[config.mk]
export PLATFORM = sky130hd
export DESIGN_NAME = ps2_scancode_fsm_flat
export DESIGN_NICKNAME = d
export VERILOG_FILES = /design/src/rtl/ps2_scancode_fsm_pkg.sv /design/src/rtl/ps2_scancode_fsm_if.sv /design/src/rtl/ps2_scancode_fsm_ascii_lut.sv /design/src/rtl/ps2_scancode_fsm.sv /design/src/flat_wrapper.sv
export SDC_FILE = /design/constraint.sdc
export NUM_CORES = 1
export LEC_CHECK = 0
export ABC_AREA = 0
export BUFFER_PORTS_ARGS = -buffer_cell sky130_fd_sc_hd__buf_4
export CORE_MARGIN = 3
export CORE_UTILIZATION = 35
export DETAILED_ROUTE_END_ITERATION = 8
export SKIP_LAST_GASP = 1
export SLEW_MARGIN = 20
export SYNTH_ARGS = -nofsm -noshare
export SYNTH_HDL_FRONTEND = slang
export SYNTH_SLANG_ARGS = --single-unit
[constraint.sdc]
create_clock -name clk -period 2.4 [get_ports clk]
set_input_delay 0.12 -clock clk [delete_from_list [all_inputs] [get_ports clk]]
set_output_delay 0.12 -clock clk [all_outputs]
set_load 0.01 [all_outputs]
[src/rtl/ps2_scancode_fsm_pkg.sv]
// Shared definitions for the PS/2 scan-code consumer: FSM encoding, protocol bytes, defaults.
package kbd_pkg;

  typedef enum logic [1:0] {
    IDLE = 2'd0,
    POP  = 2'd1,
    WAIT = 2'd2
  } state_t;

  localparam logic [7:0] BREAK_CODE_DEF = 8'hF0;
  localparam logic [7:0] EXT_CODE_DEF   = 8'hE0;
  localparam logic [7:0] ERR_CODE_LO    = 8'h00;
  localparam logic [7:0] ERR_CODE_HI    = 8'hFF;
  localparam int         COUNT_MOD_DEF  = 100;

endpackage

[src/rtl/ps2_scancode_fsm_if.sv]
// Byte handshake between the ps2_keyboard FIFO (master) and the scan-code consumer (slave).
interface ps2_scancode_fsm_if;
  // ps2_ready acts as valid: while high, ps2_byte is the stable FIFO head. The consumer pops it by
  // driving nextdata_n low for exactly one cycle; the head and ready refresh in the following cycle.
  logic [7:0] ps2_byte;
  logic       ps2_ready;
  logic       ps2_overflow;
  logic       nextdata_n;

  modport master (output ps2_byte, output ps2_ready, output ps2_overflow, input nextdata_n);
  modport slave  (input ps2_byte, input ps2_ready, input ps2_overflow, output nextdata_n);
endinterface

[src/rtl/ps2_scancode_fsm_ascii_lut.sv]
// Set-2 scan code to upper-case ASCII table (letters, digits, space). Built only with KBD_ASCII_EN.
`ifdef KBD_ASCII_EN
module ps2_ascii_lut (
  input  logic [7:0] key_code,
  output logic [7:0] ascii
);
  always_comb begin
    ascii = 8'h00;
    case (key_code)
      8'h1C: ascii = 8'h41; 8'h32: ascii = 8'h42; 8'h21: ascii = 8'h43; 8'h23: ascii = 8'h44;
      8'h24: ascii = 8'h45; 8'h2B: ascii = 8'h46; 8'h34: ascii = 8'h47; 8'h33: ascii = 8'h48;
      8'h43: ascii = 8'h49; 8'h3B: ascii = 8'h4A; 8'h42: ascii = 8'h4B; 8'h4B: ascii = 8'h4C;
      8'h3A: ascii = 8'h4D; 8'h31: ascii = 8'h4E; 8'h44: ascii = 8'h4F; 8'h4D: ascii = 8'h50;
      8'h15: ascii = 8'h51; 8'h2D: ascii = 8'h52; 8'h1B: ascii = 8'h53; 8'h2C: ascii = 8'h54;
      8'h3C: ascii = 8'h55; 8'h2A: ascii = 8'h56; 8'h1D: ascii = 8'h57; 8'h22: ascii = 8'h58;
      8'h35: ascii = 8'h59; 8'h1A: ascii = 8'h5A;
      8'h45: ascii = 8'h30; 8'h16: ascii = 8'h31; 8'h1E: ascii = 8'h32; 8'h26: ascii = 8'h33;
      8'h25: ascii = 8'h34; 8'h2E: ascii = 8'h35; 8'h36: ascii = 8'h36; 8'h3D: ascii = 8'h37;
      8'h3E: ascii = 8'h38; 8'h46: ascii = 8'h39;
      8'h29: ascii = 8'h20;
      default: ascii = 8'h00;
    endcase
  end
endmodule
`endif

[src/rtl/ps2_scancode_fsm.sv]
// Pops PS/2 set-2 bytes from the keyboard FIFO, decodes make/break/extended sequences, tracks the
// held key and counts presses. Define KBD_ASCII_EN to register an ASCII translation of key_code.
module ps2_scancode_fsm
  import kbd_pkg::*;
#(
  parameter int         COUNT_MOD  = COUNT_MOD_DEF,
  parameter logic [7:0] BREAK_CODE = BREAK_CODE_DEF,
  parameter logic [7:0] EXT_CODE   = EXT_CODE_DEF
) (
  input  logic               clk,
  input  logic               resetn,
  ps2_scancode_fsm_if.slave  ps2,
  output logic [7:0]         key_code,
  output logic               key_ext,
  output logic               key_down,
  output logic               key_valid,
  output logic               key_make,
  output logic [7:0]         press_count,
  output logic [7:0]         ascii,
  output logic               code_err,
  output logic               ovf_flag,
  output state_t             dbg_state
);

  localparam logic [7:0] CNT_MAX = 8'(COUNT_MOD - 1);

  state_t     state, state_nxt;
  logic [7:0] byte_q, byte_q_nxt;
  logic       ext_pending, ext_nxt, brk_pending, brk_nxt;
  // The held key is kept apart from key_code: a break for another key updates key_code only.
  logic [7:0] held_code, held_code_nxt;
  logic       held_ext, held_ext_nxt;
  logic [7:0] code_nxt, count_nxt;
  logic       kext_nxt, down_nxt, make_nxt, valid_nxt, err_nxt;
  logic       same_held;

  assign same_held = key_down && (held_code == byte_q) && (held_ext == ext_pending);
  assign dbg_state = state;

  always_comb begin
    state_nxt     = state;
    byte_q_nxt    = byte_q;
    ext_nxt       = ext_pending;
    brk_nxt       = brk_pending;
    held_code_nxt = held_code;
    held_ext_nxt  = held_ext;
    code_nxt      = key_code;
    kext_nxt      = key_ext;
    down_nxt      = key_down;
    make_nxt      = key_make;
    count_nxt     = press_count;
    valid_nxt     = 1'b0;
    err_nxt       = 1'b0;
    unique case (state)
      IDLE: begin
        if (ps2.ps2_ready) begin
          byte_q_nxt = ps2.ps2_byte;
          state_nxt  = POP;
        end
      end
      POP: begin
        state_nxt = WAIT;
        if (byte_q == EXT_CODE) begin
          ext_nxt = 1'b1;
        end else if (byte_q == BREAK_CODE) begin
          brk_nxt = 1'b1;
        end else begin
          ext_nxt = 1'b0;
          brk_nxt = 1'b0;
          if (byte_q == ERR_CODE_LO || byte_q == ERR_CODE_HI) begin
            err_nxt = 1'b1;
          end else if (brk_pending) begin
            valid_nxt = 1'b1;
            make_nxt  = 1'b0;
            code_nxt  = byte_q;
            kext_nxt  = ext_pending;
            if (same_held) down_nxt = 1'b0;
          end else if (same_held) begin
            // Typematic repeat of the held key: refresh the code, no event.
            code_nxt = byte_q;
            kext_nxt = ext_pending;
          end else begin
            valid_nxt     = 1'b1;
            make_nxt      = 1'b1;
            down_nxt      = 1'b1;
            code_nxt      = byte_q;
            kext_nxt      = ext_pending;
            held_code_nxt = byte_q;
            held_ext_nxt  = ext_pending;
            count_nxt     = (press_count == CNT_MAX) ? 8'd0 : press_count + 8'd1;
          end
        end
      end
      WAIT:    state_nxt = IDLE;
      default: state_nxt = IDLE;
    endcase
  end

  always_ff @(posedge clk or negedge resetn) begin
    if (!resetn) begin
      state          <= IDLE;
      byte_q         <= 8'h00;
      ext_pending    <= 1'b0;
      brk_pending    <= 1'b0;
      held_code      <= 8'h00;
      held_ext       <= 1'b0;
      ps2.nextdata_n <= 1'b1;
      key_code       <= 8'h00;
      key_ext        <= 1'b0;
      key_down       <= 1'b0;
      key_valid      <= 1'b0;
      key_make       <= 1'b0;
      press_count    <= 8'h00;
      code_err       <= 1'b0;
      ovf_flag       <= 1'b0;
    end else begin
      state          <= state_nxt;
      byte_q         <= byte_q_nxt;
      ext_pending    <= ext_nxt;
      brk_pending    <= brk_nxt;
      held_code      <= held_code_nxt;
      held_ext       <= held_ext_nxt;
      ps2.nextdata_n <= (state_nxt != POP);
      key_code       <= code_nxt;
      key_ext        <= kext_nxt;
      key_down       <= down_nxt;
      key_valid      <= valid_nxt;
      key_make       <= make_nxt;
      press_count    <= count_nxt;
      code_err       <= err_nxt;
      ovf_flag       <= ovf_flag | ps2.ps2_overflow;
    end
  end

`ifdef KBD_ASCII_EN
  logic [7:0] ascii_nxt;

  ps2_ascii_lut u_ascii_lut (
    .key_code (code_nxt),
    .ascii    (ascii_nxt)
  );

  always_ff @(posedge clk or negedge resetn) begin
    if (!resetn) ascii <= 8'h00;
    else         ascii <= ascii_nxt;
  end
`else
  assign ascii = 8'h00;
`endif

endmodule

[src/flat_wrapper.sv]
// flat-port wrapper written by rule: the top's interface ports become plain ports
module ps2_scancode_fsm_flat import kbd_pkg::*;
#(
  parameter int         COUNT_MOD  = COUNT_MOD_DEF,
  parameter logic [7:0] BREAK_CODE = BREAK_CODE_DEF,
  parameter logic [7:0] EXT_CODE   = EXT_CODE_DEF
)
  (clk, resetn, key_code, key_ext, key_down, key_valid, key_make, press_count, ascii, code_err, ovf_flag, dbg_state, ps2_ps2_byte, ps2_ps2_ready, ps2_ps2_overflow, ps2_nextdata_n);
  ps2_scancode_fsm_if ps2_i ();
  input  logic clk;
  input  logic resetn;
  output logic [7:0] key_code;
  output logic key_ext;
  output logic key_down;
  output logic key_valid;
  output logic key_make;
  output logic [7:0] press_count;
  output logic [7:0] ascii;
  output logic code_err;
  output logic ovf_flag;
  output state_t dbg_state;
  input wire logic [$bits(ps2_i.ps2_byte)-1:0] ps2_ps2_byte;
  input wire logic [$bits(ps2_i.ps2_ready)-1:0] ps2_ps2_ready;
  input wire logic [$bits(ps2_i.ps2_overflow)-1:0] ps2_ps2_overflow;
  output wire logic [$bits(ps2_i.nextdata_n)-1:0] ps2_nextdata_n;
  assign ps2_i.ps2_byte = ps2_ps2_byte;
  assign ps2_i.ps2_ready = ps2_ps2_ready;
  assign ps2_i.ps2_overflow = ps2_ps2_overflow;
  assign ps2_nextdata_n = ps2_i.nextdata_n;
  ps2_scancode_fsm #(.COUNT_MOD(COUNT_MOD), .BREAK_CODE(BREAK_CODE), .EXT_CODE(EXT_CODE)) u_core (.clk(clk), .resetn(resetn), .ps2(ps2_i), .key_code(key_code), .key_ext(key_ext), .key_down(key_down), .key_valid(key_valid), .key_make(key_make), .press_count(press_count), .ascii(ascii), .code_err(code_err), .ovf_flag(ovf_flag), .dbg_state(dbg_state));
endmodule
After elaboration in Yosys (flattened, before gate mapping). Index checks and enable logic that the tools add are counted.

Equality and inequality tests: 11. Mux-type cells: 20. Add/subtract/negate cells: 1. Bitwise operators: 6. Reductions and logical operators: 12.

Operator list (count): 8-bit equality test (second input constant) (3); 1-bit 2-to-1 mux (17); 6-bit AND reduction (2); 8-bit by 1-bit adder with 8-bit output (second input constant) (1); 8-bit by 7-bit equality test with 1-bit output (second input constant) (1); 8-bit equality test (1); 8-bit logical NOT (1); 8-bit 2-to-1 mux (1); 2-bit by 1-bit inequality test with 1-bit output (second input constant) (3); 2-bit AND reduction (3); 1-bit NOT (5); 5-bit AND reduction (1); 2-bit one-hot mux with 2 select lines (1); 4-bit AND reduction (1); 2-bit by 1-bit equality test with 1-bit output (second input constant) (1); 1-bit logical AND (2); 2-bit logical NOT (1); 2-bit 2-to-1 mux (1); 2-bit inequality test (second input constant) (1); 1-bit equality test (1); 1-bit logical OR (1); 1-bit OR (1).

Word-level logic and storage cells: 65. Register bits: 44. Bits of input ports: 12.

Depth between registers and ports, before layout. Gate-level depths: netlist of run 1.

Depth in word-level cells: 9. Depth in mapped cells: 9. Mapped depth without buffers: 8.

Worst setup path after synthesis of run 1. Ideal clock, no wire load.

Path type: reg-to-reg. Start point: register u_core.byte_q[6]. End point: register u_core.press_count[2]. Path buffers: 0. Setup slack: 525 ps. Setup time: 125 ps. Stages on the path, launching flop included: 9. Data arrival time: 1751 ps. Path through: dfrtp_1 > xor2_1 > nor4_1 > nand4_1 > ha_1 > nand2_1 > o21ba_2 > nand2_1 > mux2_2.

Word-level cells in the longest chain between the ends: 5. Elaborated cells between the ends (all ways): 13. Classes of those cells: eq/ne: 4; bitwise: 4; reduce/logical: 5.

RTL lines: start, declared (RTL line ps2_scancode_fsm.sv:28) `logic [7:0] byte_q, byte_q_nxt;`; start signal, assigned (RTL line ps2_scancode_fsm.sv:118) `byte_q <= byte_q_nxt;`; 8-bit equality test (RTL line ps2_scancode_fsm.sv:37) `assign same_held = key_down && (held_code == byte_q) && (held_ext == ext_pending);`; 1-bit logical AND (2 in a row) (RTL line ps2_scancode_fsm.sv:37); 1-bit NOT (no source line); 6-bit AND reduction (no source line) *; end signal, assigned (RTL line ps2_scancode_fsm.sv:129) `press_count <= count_nxt;`; end, declared (RTL line ps2_scancode_fsm.sv:18) `output logic [7:0] press_count,`.

Every way passes the cells marked *; elsewhere a longest branch is shown, timed or not. A chain may end at the register's enable or synchronous reset.

Worst setup path in the final report of run 1.
Start point: register u_core.byte_q[7]. End point: register u_core.press_count[2].

Same word-level chain as after synthesis.

==> metrics.cfg, run 1 <==
[critical_path]
worst_path_cell_chain = xor2_1 -> nor4_1 -> nand4_1 -> ha_1 -> nand2_1 -> o21ba_2 -> nand2_1 -> mux2_2
data_arrival_time_at_the_worst_slack_endpoint_ns = 2.32
setup.worst_path.start_class = flip-flop
timing.reg2reg.setup_slack_ns = 0.26
crit_path_max_fanout = 6
worst_r2r_endpoint = u_core.press_count[2]$_DFFE_PN0P_
cell_occurring_most_often_along_the_worst_timing_path = sky130_fd_sc_hd__nand2_1
crit_buf_inv = 0
max_stage_delay_ns = 0.45
critPathCaptureType = flip-flop
worst_r2r_startpoint = u_core.byte_q[7]$_DFFE_PN0P_
worst_path_dominant_cell_family = simple AND/OR/NAND/NOR gates
cell_count_of_the_worst_reg_to_reg_path = 8
startpoint_of_the_most_critical_setup_path = u_core.byte_q[7]$_DFFE_PN0P_
crit_slowest_cell = sky130_fd_sc_hd__dfrtp_1
setup.worst_path.class = reg2reg
worst_ep_required_time_ns = 2.58

[clock_network]
cts_buffers = 5
postCtsResizedCells = 0
clock-sinks = 44
clock-root-buffer = sky130_fd_sc_hd__clkbuf_8
cts_tree = yes
cts_max_level = 2
worst_skew_pair.late_latency_ns = 0.30
cts.reportedPaths.clkPinSlew_ns = 0.08
cts_buffer_depth = 2

[synth]
synth.ff_latch_count = 44
synth_async_sr_flop_share = 1.000
synth.area.top_cells = sky130_fd_sc_hd__dfrtp_1 54%, sky130_fd_sc_hd__nand2_1 7.0%, sky130_fd_sc_hd__mux2_2 5.6%
sequential_fraction_of_the_synthesis_area = 0.5530
netlist_area_sq_mm = 0.001993
post-synth-top-area-fraction = 0.5399
cell_count_after_synthesis = 176
synth_cell_type_count = 38
syn_avg_cell_area_sq_um = 11.32
ys_top_cells_by_count = 43 x sky130_fd_sc_hd__dfrtp_1, 37 x sky130_fd_sc_hd__nand2_1, 10 x sky130_fd_sc_hd__mux2_2
yosysWarningCount = 0
yosysTopAreaCell = sky130_fd_sc_hd__dfrtp_1
ys.flop_type = sky130_fd_sc_hd__dfrtp_1
yosys.cell_count.top_type = sky130_fd_sc_hd__dfrtp_1
synth_enable_flop_cells = 0

[placed_design]
pre_cts_slack_ns = 0.2592
io_buffers = 36
dpl_cell_area_sq_mm = 0.002333
globalplace.congestion = 0.8173
place.detailed.hpwl_mm = 2.756

[floorplanning]
die-area_sq_mm = 0.006637
core_region_area_sq_mm = 0.005303
die_width_um = 81.47
floorplan.initialDensity = 0.3759
die_h_um = 81.47
std_cell_rows = 26
num_io_pins = 45

[sta]
rsz_0062_raised_after_global_routing = no
setup_ws_ns = 0.2614
fin_tns_setup_ns = 0
period_share = 0.8911
fin_skew_ns = 0.007336
timing.final.hold_violations = 0
achievable-frequency_mhz = 467.6
finalCriticalPeriod_ns = 2.139
slew_headroom = 0.6326
timing.final.setup_violations = 0
timing_worst_slew_pin_value_ns = 0.5512
maxSlewViolCount = 0

[cells_and_area]
diodes_inserted = 0
final_design_area_no_fill_sq_mm = 0.002451
area_delta_synth_final_pct = 22.98
nets = 236
drive_gt1_frac = 0.3063

[power]
max-vdd-ir-drop_mv = 0.4887
combinational_share_of_power = 0.316
seqPwrFrac = 0.471
power_leakage_uw = 0.001184
pwr_density_cell_mw_per_mm2 = 1064
power.clock.fraction = 0.213
power.share.switching = 0.3274
switchingPower_uw = 853.9
p_int_uw = 1754

[global_route]
overall_track_demand_over_capacity_in_global_routing = 0.1305
via_count_of_the_first_global_routing_pass = 1361
antenna_violations_before_repair = 0
grt_start_max_net_pins = 45
grt_remaining_overflow = 0
grt_first_pass_wirelength_mm = 6.555

[worst_hold_path]
worstHoldEndpoint = u_core.ovf_flag$_DFF_PN0_
worstHoldStart = ps2_ps2_overflow
min_path_cells = 2
hold_path_class = in2reg

[drt]
drt-total-wl_mm = 3.777
drc_errors = 0
routed_via_density = 4.623
drt_iter0_drc = 64
drt_antenna_net_count = 0
drt-wirelength-per-cell_um = 12.93
route.vias.total = 1350
detailed_routing_iteration_count_for_the_pre_antenna_repair_pass = 4

[status]
outcome = finished clean

[run]
cap_viol_max_count = 0

sequential cells by signal, indices dropped and copies added (netlist names), 2 cells and up:
| name | count |
|---|---|
| u_core.held_code | 8 |
| u_core.dbg_state | 2 |
| u_core.byte_q | 8 |
| u_core.key_code | 8 |
| u_core.press_count | 8 |
routing by layer:
metal,track usage,share of wire,routed length (um),up-vias
li1,-,-,-,669
met1,0.1839,0.49,1866,638
met2,0.1897,0.43,1629,36
met3,0.02303,0.052,196,7
met4,0.07095,0.023,85,0
met5,0,0,0,-
logic make-up (layout without fill, tap and decap cells):
family          count (synthesis)  count (layout)  synth area share
compound gates                 16              16           0.05901
mux                            20              20            0.1143
other cells                     1               8          0.001881
xor+xnor                       11              11           0.04834
buf+inv                        18              57           0.05775
simple gates                   63              63            0.1469
flops                          44              44            0.5530
fa+ha+maj                       3               3           0.01883
final cells by class:
type	count	area [sq um]
well taps	70	87.58
flip-flops and latches	44	1102
multi-input cells	121	802.0
clock buffers	6	72.57
inverters	5	18.77
fillers	515	2851
repair buffers	44	332.8
clock inverters	2	35.03
how the worst max path moves through the flow:
stage                                        endpoint  slack, ns  cells past startpoint
floorplan           u_core.press_count[2]$_DFFE_PN0P_       0.52                      8
global placement    u_core.press_count[2]$_DFFE_PN0P_       0.23                      8
detailed placement  u_core.press_count[2]$_DFFE_PN0P_       0.26                      8
CTS                 u_core.press_count[2]$_DFFE_PN0P_       0.24                      8
global route        u_core.press_count[2]$_DFFE_PN0P_       0.13                      8
finish              u_core.press_count[2]$_DFFE_PN0P_       0.26                      8
layout by cell type (no fill, tap or decap), types with 3 or more instances in the layout:
| cell | count |
|---|---|
| sky130_fd_sc_hd__a21oi_1 | 4 |
| sky130_fd_sc_hd__and3_1 | 3 |
| sky130_fd_sc_hd__buf_4 | 43 |
| sky130_fd_sc_hd__clkbuf_8 | 5 |
| sky130_fd_sc_hd__conb_1 | 8 |
| sky130_fd_sc_hd__dfrtp_1 | 43 |
| sky130_fd_sc_hd__ha_1 | 3 |
| sky130_fd_sc_hd__inv_1 | 5 |
| sky130_fd_sc_hd__mux2_1 | 8 |
| sky130_fd_sc_hd__mux2_2 | 10 |
| sky130_fd_sc_hd__nand2_1 | 37 |
| sky130_fd_sc_hd__nand3_1 | 3 |
| sky130_fd_sc_hd__nor2_1 | 6 |
| sky130_fd_sc_hd__nor3_1 | 3 |
| sky130_fd_sc_hd__nor4_1 | 3 |
| sky130_fd_sc_hd__o21ai_0 | 3 |
| sky130_fd_sc_hd__o31ai_1 | 3 |
| sky130_fd_sc_hd__xnor2_1 | 3 |
| sky130_fd_sc_hd__xor2_1 | 8 |
timing repair:
item / 4_1_cts / 5_1_grt
endpoints found under the setup margin: 0 / 0
endpoints found under the hold margin: 43 / 0
hold buffers: 1 / 0
buffers inserted: 0 / 0
power groups by stage:
stage               Clock (uW)  Combinational, uW  Sequential, uW
CTS                        575                843            1230
global route               605                930            1270
detailed placement           0                839            1240
global placement             0                827            1240
floorplan                    0                451            1250
finish                     556                824            1230
metrics by stage:
step	hold slack, ns	utilization	total power [uW]	instances
4_1_cts	0.007371	0.4622	2650	292
3_3_place_gp	0.1482	0.4401	2072	283
6_report	0.01798	0.4622	2608	292
5_1_grt	0.01435	0.4622	2807	292
2_1_floorplan	-0.1756	-	1703	183
3_5_place_dp	0.1533	0.4401	2084	283
(Power assumes the default switching activity.)
==> run 2, diff against run 1 <==
RECOVER_POWER = 50   (was not set)
==> run 2 against run 1 <==
Total power shrank 1.7%; routed wire length grew 0.13%; design area shrank 1.6%; sequential cell count is the same; non-clock buffer count is the same; register-to-register slack is essentially flat; sequential power is essentially flat; global-route usage is the same.
==> metrics.cfg, run 2 (same netlist as run 1, synthesis figures left out) <==
[status]
outcome = finished clean

[critical_path]
crit_slowest_cell = sky130_fd_sc_hd__dfrtp_1
worst_path_cell_chain = xor2_1 -> nor4_1 -> nand4_1 -> ha_1 -> nand2_1 -> o21ba_2 -> nand2_1 -> mux2_2
crit_path_max_fanout = 6
critPathCaptureType = flip-flop
data_arrival_time_at_the_worst_slack_endpoint_ns = 2.32
worst_r2r_startpoint = u_core.byte_q[7]$_DFFE_PN0P_
max_stage_delay_ns = 0.46
worst_ep_required_time_ns = 2.58
setup.worst_path.class = reg2reg
cell_occurring_most_often_along_the_worst_timing_path = sky130_fd_sc_hd__nand2_1
setup.worst_path.start_class = flip-flop
startpoint_of_the_most_critical_setup_path = u_core.byte_q[7]$_DFFE_PN0P_

[worst_hold_path]
worstHoldStart = ps2_ps2_overflow
hold_path_class = in2reg

[sta]
timing.final.setup_violations = 0
timing.final.hold_violations = 0
rsz_0062_raised_after_global_routing = no
fin_tns_setup_ns = 0
setup_ws_ns = 0.2587
achievable-frequency_mhz = 467.0
period_share = 0.8922
finalCriticalPeriod_ns = 2.141
fin_skew_ns = 0.007336
slew_headroom = 0.2880
maxSlewViolCount = 0
timing_worst_slew_pin_value_ns = 1.068

[global_route]
grt_first_pass_wirelength_mm = 6.555
via_count_of_the_first_global_routing_pass = 1361
overall_track_demand_over_capacity_in_global_routing = 0.1305
grt_remaining_overflow = 0
grt_start_max_net_pins = 45
antenna_violations_before_repair = 0

[placed_design]
pre_cts_slack_ns = 0.2592
globalplace.congestion = 0.8173
place.detailed.hpwl_mm = 2.756
io_buffers = 36

[clock_network]
clock-sinks = 44
cts.reportedPaths.clkPinSlew_ns = 0.08
quantity_of_hold_fixing_buffers_added_after_cts = 1
clock-root-buffer = sky130_fd_sc_hd__clkbuf_8
worst_skew_pair.late_latency_ns = 0.30
cts_max_level = 2
cts_buffers = 5
cts_buffer_depth = 2
postCtsResizedCells = 0
cts_post_setup_buffers_inserted = 0
cts_tree = yes

[cells_and_area]
diodes_inserted = 0
area_delta_synth_final_pct = 20.97
layout_commonest_cell = sky130_fd_sc_hd__dfrtp_1
nFillCells = 522
drive_gt1_frac = 0.2613
nets = 236
layout_common_cells = 43 x sky130_fd_sc_hd__dfrtp_1, 37 x sky130_fd_sc_hd__nand2_1, 32 x sky130_fd_sc_hd__buf_4, 11 x sky130_fd_sc_hd__clkbuf_1, 10 x sky130_fd_sc_hd__mux2_2

[drt]
drt_antenna_net_count = 0
drt_iter0_drc = 64
drt-wirelength-per-cell_um = 12.95
route.vias.total = 1345
drc_errors = 0
detailed_routing_iteration_count_for_the_pre_antenna_repair_pass = 4
routed_via_density = 4.606
drt-total-wl_mm = 3.782

[floorplanning]
std_cell_rows = 26
die_width_um = 81.47
num_io_pins = 45
die-area_sq_mm = 0.006637
die_h_um = 81.47
floorplan.initialDensity = 0.3759
core_region_area_sq_mm = 0.005303

[power]
power_leakage_uw = 0.001146
pwr_density_cell_mw_per_mm2 = 1063
max-vdd-ir-drop_mv = 0.4620

[run]
cap_viol_max_count = 0

## run 2: cell count changes in the layout (fill, tap and decap cells not counted), sizes merged
cell	change
buf	-11
clkbuf	+11
## run 2: stage by stage
step           hold WS (ns)  cell area (sq um)  power (uW)  cells  utilization
4_1_cts            0.007371               2451        2650    292       0.4622
3_5_place_dp         0.1533               2333        2084    283       0.4401
3_3_place_gp         0.1482               2333        2072    283       0.4401
6_report            0.01832               2411        2564    292       0.4547
5_1_grt             0.01435               2411        2762    292       0.4547
2_1_floorplan       -0.1756               2019        1703    183            -
## run 2: area by class of cell
type | count | area [sq um] | share of cell area
well taps | 70 | 87.58 | 0.03633
inverters | 5 | 18.77 | 0.007784
repair buffers | 44 | 292.8 | 0.1214
flip-flops and latches | 44 | 1102 | 0.4572
clock inverters | 2 | 35.03 | 0.01453
multi-input cells | 121 | 802.0 | 0.3326
clock buffers | 6 | 72.57 | 0.03010
## run 2: where the power goes
part	switching, uW	total (uW)	internal [uW]	leakage, uW
combinational	377	780	403	0.000553
sequential	231	1230	998	0.000538
clock	246	555	309	0.0000552
total	854	2560	1710	0.00115
## run 2: routing by layer
layer	share of wire	GRT usage	wire [um]	up-vias
li1	-	-	-	668
met1	0.50	0.1839	1897	634
met2	0.43	0.1897	1621	36
met3	0.047	0.02303	179	7
met4	0.022	0.07095	85	0
met5	0	0	0	-
## run 2: final timing paths
kind / end / cells past startpoint / slack (ns)
worst min-delay path: u_core.ovf_flag$_DFF_PN0_ / 2 / 0.02
worst max-delay path: u_core.press_count[2]$_DFFE_PN0P_ / 8 / 0.26
worst min register to register: u_core.ovf_flag$_DFF_PN0_ / 1 / 0.47
max in group asynchronous: u_core.byte_q[4]$_DFFE_PN0P_ / 2 / 1.19
min in group asynchronous: u_core.ovf_flag$_DFF_PN0_ / 2 / 0.55
worst max register to register: u_core.press_count[2]$_DFFE_PN0P_ / 8 / 0.26
## run 2: critical path, delay by kind of cell (launching register included)
family / cells / cell delay [ns]
adder cells (fa/ha/maj): 1 / 0.22
multiplexers: 1 / 0.32
XOR/XNOR: 1 / 0.20
flip-flops: 1 / 0.46
AO/OA/AOI/OAI: 1 / 0.17
AND/OR/NAND/NOR: 4 / 0.67
==> run 3, diff against run 2 <==
ABC_AREA = 1   (was 0)
==> run 3 against run 2 <==
Largest power group unchanged; largest cell class unchanged; worst setup slack improved by 0.16 ns; highest routed layer unchanged; register-to-register slack gained 0.16 ns; global-route usage rose by 0.32 points; clock-buffer cell count is 1 lower; hold slack better by 0.0057 ns; design area rose by 10%.
==> metrics.cfg, run 3 <==
[floorplanning]
std_cell_rows = 28
num_io_pins = 45
die_h_um = 86.91
core_region_area_sq_mm = 0.006131
die_width_um = 86.91
floorplan.initialDensity = 0.3737
die-area_sq_mm = 0.007552

[sta]
period_share = 0.8251
finalCriticalPeriod_ns = 1.980
rsz_0062_raised_after_global_routing = no
timing.final.hold_violations = 0
timing.final.setup_violations = 0
fin_skew_ns = 0.008873
achievable-frequency_mhz = 505.0
timing_worst_slew_pin_value_ns = 1.085
fin_tns_setup_ns = 0
maxSlewViolCount = 0
slew_headroom = 0.2764

[global_route]
grtUsageMet2 = 0.2063
grt_first_pass_wirelength_mm = 7.941
via_count_of_the_first_global_routing_pass = 1693
overall_track_demand_over_capacity_in_global_routing = 0.1337
grt_remaining_overflow = 0
grt_use_met1 = 0.1821
grt_start_max_net_pins = 45
antenna_violations_before_repair = 0
grt_busiest_layer = met2
grt_util_met3 = 0.03027

[critical_path]
worst_r2r_endpoint = u_core.held_code[4]$_DFFE_PN0P_
critPathCaptureType = flip-flop
crit_slowest_cell = sky130_fd_sc_hd__dfrtp_1
worst_ep_required_time_ns = 2.64
setup.worst_path.start_class = flip-flop
cell_occurring_most_often_along_the_worst_timing_path = sky130_fd_sc_hd__nand2_1
worst_path_cell_chain = inv_1 -> or2_2 -> nand3_1 -> nor3_1 -> nand4_1 -> ha_1 -> nand3_2 -> nor2_4 -> nand2_1 -> nand2_1
data_arrival_time_at_the_worst_slack_endpoint_ns = 2.22
max_stage_delay_ns = 0.43
setup.worst_path.class = reg2reg
worst_r2r_startpoint = u_core.byte_q[7]$_DFFE_PN0P_
timing.reg2reg.setup_slack_ns = 0.42
crit_path_max_fanout = 17
cell_count_of_the_worst_reg_to_reg_path = 10

[power]
switchingPower_uw = 971.2
power.clock.fraction = 0.219
seqPwrFrac = 0.448
pwr_density_cell_mw_per_mm2 = 984.8
p_int_uw = 1640
power.share.switching = 0.3720
power_leakage_uw = 0.001334
max-vdd-ir-drop_mv = 0.4514
combinational_share_of_power = 0.333

[clock_network]
clock-sinks = 44
cts.reportedPaths.clkPinSlew_ns = 0.09
cts_max_level = 2
worst_skew_pair.late_latency_ns = 0.29
cts_buffer_depth = 2
clock-root-buffer = sky130_fd_sc_hd__clkbuf_8
cts_tree = yes
cts_post_setup_buffers_inserted = 0
cts_buffers = 5

[drt]
drt-wirelength-per-cell_um = 11.83
drt_antenna_net_count = 0
detailed_routing_iteration_count_for_the_pre_antenna_repair_pass = 4
drt-total-wl_mm = 4.401
route.vias.total = 1729
drc_errors = 0
routed_via_density = 4.648
drt_iter0_drc = 93

[worst_hold_path]
min_path_cells = 2
worstHoldStart = ps2_ps2_overflow
worstHoldEndpoint = u_core.ovf_flag$_DFF_PN0_
hold_path_class = in2reg

[run]
cap_viol_max_count = 0

[cells_and_area]
nets = 311
diodes_inserted = 0
area_delta_synth_final_pct = 15.73
final_design_area_no_fill_sq_mm = 0.002651
layout_commonest_cell = sky130_fd_sc_hd__nand2_1
layout_common_cells = 73 x sky130_fd_sc_hd__nand2_1, 43 x sky130_fd_sc_hd__dfrtp_1, 26 x sky130_fd_sc_hd__buf_4, 21 x sky130_fd_sc_hd__inv_1, 18 x sky130_fd_sc_hd__nor2_1
drive_gt1_frac = 0.2525
nFillCells = 623

[placed_design]
io_buffers = 36
globalplace.congestion = 0.8532
dpl_cell_area_sq_mm = 0.002582
place.detailed.hpwl_mm = 3.199

[synth]
post-synth-top-area-fraction = 0.4697
ys_top_cells_by_count = 73 x sky130_fd_sc_hd__nand2_1, 43 x sky130_fd_sc_hd__dfrtp_1, 21 x sky130_fd_sc_hd__inv_1, 17 x sky130_fd_sc_hd__nor2_1, 15 x sky130_fd_sc_hd__nand2_2
synth_enable_flop_cells = 0
ys.flop_type = sky130_fd_sc_hd__dfrtp_1
yosysWarningCount = 0
synth.area.top_cells = sky130_fd_sc_hd__dfrtp_1 47%, sky130_fd_sc_hd__nand2_1 12%, sky130_fd_sc_hd__nand2_2 4.1%
synth_async_sr_flop_share = 1.000
yosys.cell_count.top_type = sky130_fd_sc_hd__nand2_1
synth.ff_latch_count = 44
yosysTopAreaCell = sky130_fd_sc_hd__dfrtp_1
synth_cell_type_count = 35
sequential_fraction_of_the_synthesis_area = 0.4812
cell_count_after_synthesis = 256
netlist_area_sq_mm = 0.002291
syn_avg_cell_area_sq_um = 8.949

[status]
outcome = finished clean

## run 3: metrics by stage
stage	std cells	util	power [uW]	hold slack [ns]	setup WS [ns]
6_report	372	0.4324	2611	0.02404	0.4198
3_3_place_gp	363	0.4212	2104	0.1548	0.4951
5_1_grt	372	0.4324	2844	0.007554	0.1414
4_1_cts	372	0.4416	2703	0.01529	0.3861
2_1_floorplan	263	-	1786	-0.1756	0.6585
3_5_place_dp	363	0.4212	2116	0.1523	0.4141
## run 3: what timing repair did
| action | 4_1_cts | 5_1_grt |
|---|---|---|
| hold buffers | 1 | 0 |
| resized for setup | 0 | 0 |
| endpoints found under the setup margin | 0 | 0 |
| hold endpoints to repair | 43 | 0 |
## run 3: power groups by stage
stage                     Sequential, uW  Clock [uW]  Combinational [uW]
after floorplan                     1210           0                 581
after global placement              1190           0                 919
after detailed placement            1180           0                 935
after CTS                           1170         594                 936
after global routing                1210         625                1010
final                               1170         573                 869
## run 3: logic make-up (layout without fill, tap and decap cells)
logic type / after synthesis / count (layout) / synth area share
other cells: 1 / 8 / 0.001637
xor+xnor: 6 / 6 / 0.02294
buf+inv: 36 / 70 / 0.08575
compound gates: 30 / 30 / 0.08629
fa+ha+maj: 3 / 3 / 0.01639
flops: 44 / 44 / 0.4812
simple gates: 136 / 136 / 0.3058
## run 3: area by class of cell
type	instances	area, sq um	share of cell area
sequential	44	1102	0.4158
clock inverter	3	46.29	0.01746
timing repair buffer	38	247.7	0.09344
clock buffer	5	68.82	0.02596
multi-input combinational	183	1002	0.3780
inverter	24	90.09	0.03398
tap	75	93.84	0.03539
## run 3: worst max-delay path, delay by kind of cell (launching register included)
family                   cells  cell delay (ns)
buffers and inverters        1             0.11
adder cells (fa/ha/maj)      1             0.23
flip-flops                   1             0.43
AND/OR/NAND/NOR              8             1.15
## run 3: worst max path at each step
stage / startpoint / slack [ns] / to / depth (start not counted)
finish: u_core.byte_q[7]$_DFFE_PN0P_ / 0.42 / u_core.held_code[4]$_DFFE_PN0P_ / 10
global route: u_core.byte_q[7]$_DFFE_PN0P_ / 0.14 / u_core.held_code[0]$_DFFE_PN0P_ / 10
CTS: u_core.byte_q[7]$_DFFE_PN0P_ / 0.39 / u_core.press_count[3]$_DFFE_PN0P_ / 10
detailed placement: u_core.byte_q[7]$_DFFE_PN0P_ / 0.41 / u_core.held_code[4]$_DFFE_PN0P_ / 10
global placement: u_core.byte_q[7]$_DFFE_PN0P_ / 0.50 / u_core.held_code[3]$_DFFE_PN0P_ / 10
floorplan: u_core.byte_q[7]$_DFFE_PN0P_ / 0.66 / u_core.held_code[5]$_DFFE_PN0P_ / 11
## run 3: layer usage
layer  wire length [um]  part of all wire  up-vias
met4                 79             0.018        0
met1               2079              0.47      797
met3                271             0.062        8
li1                   -                 -      869
met5                  0                 0        -
met2               1970              0.45       55
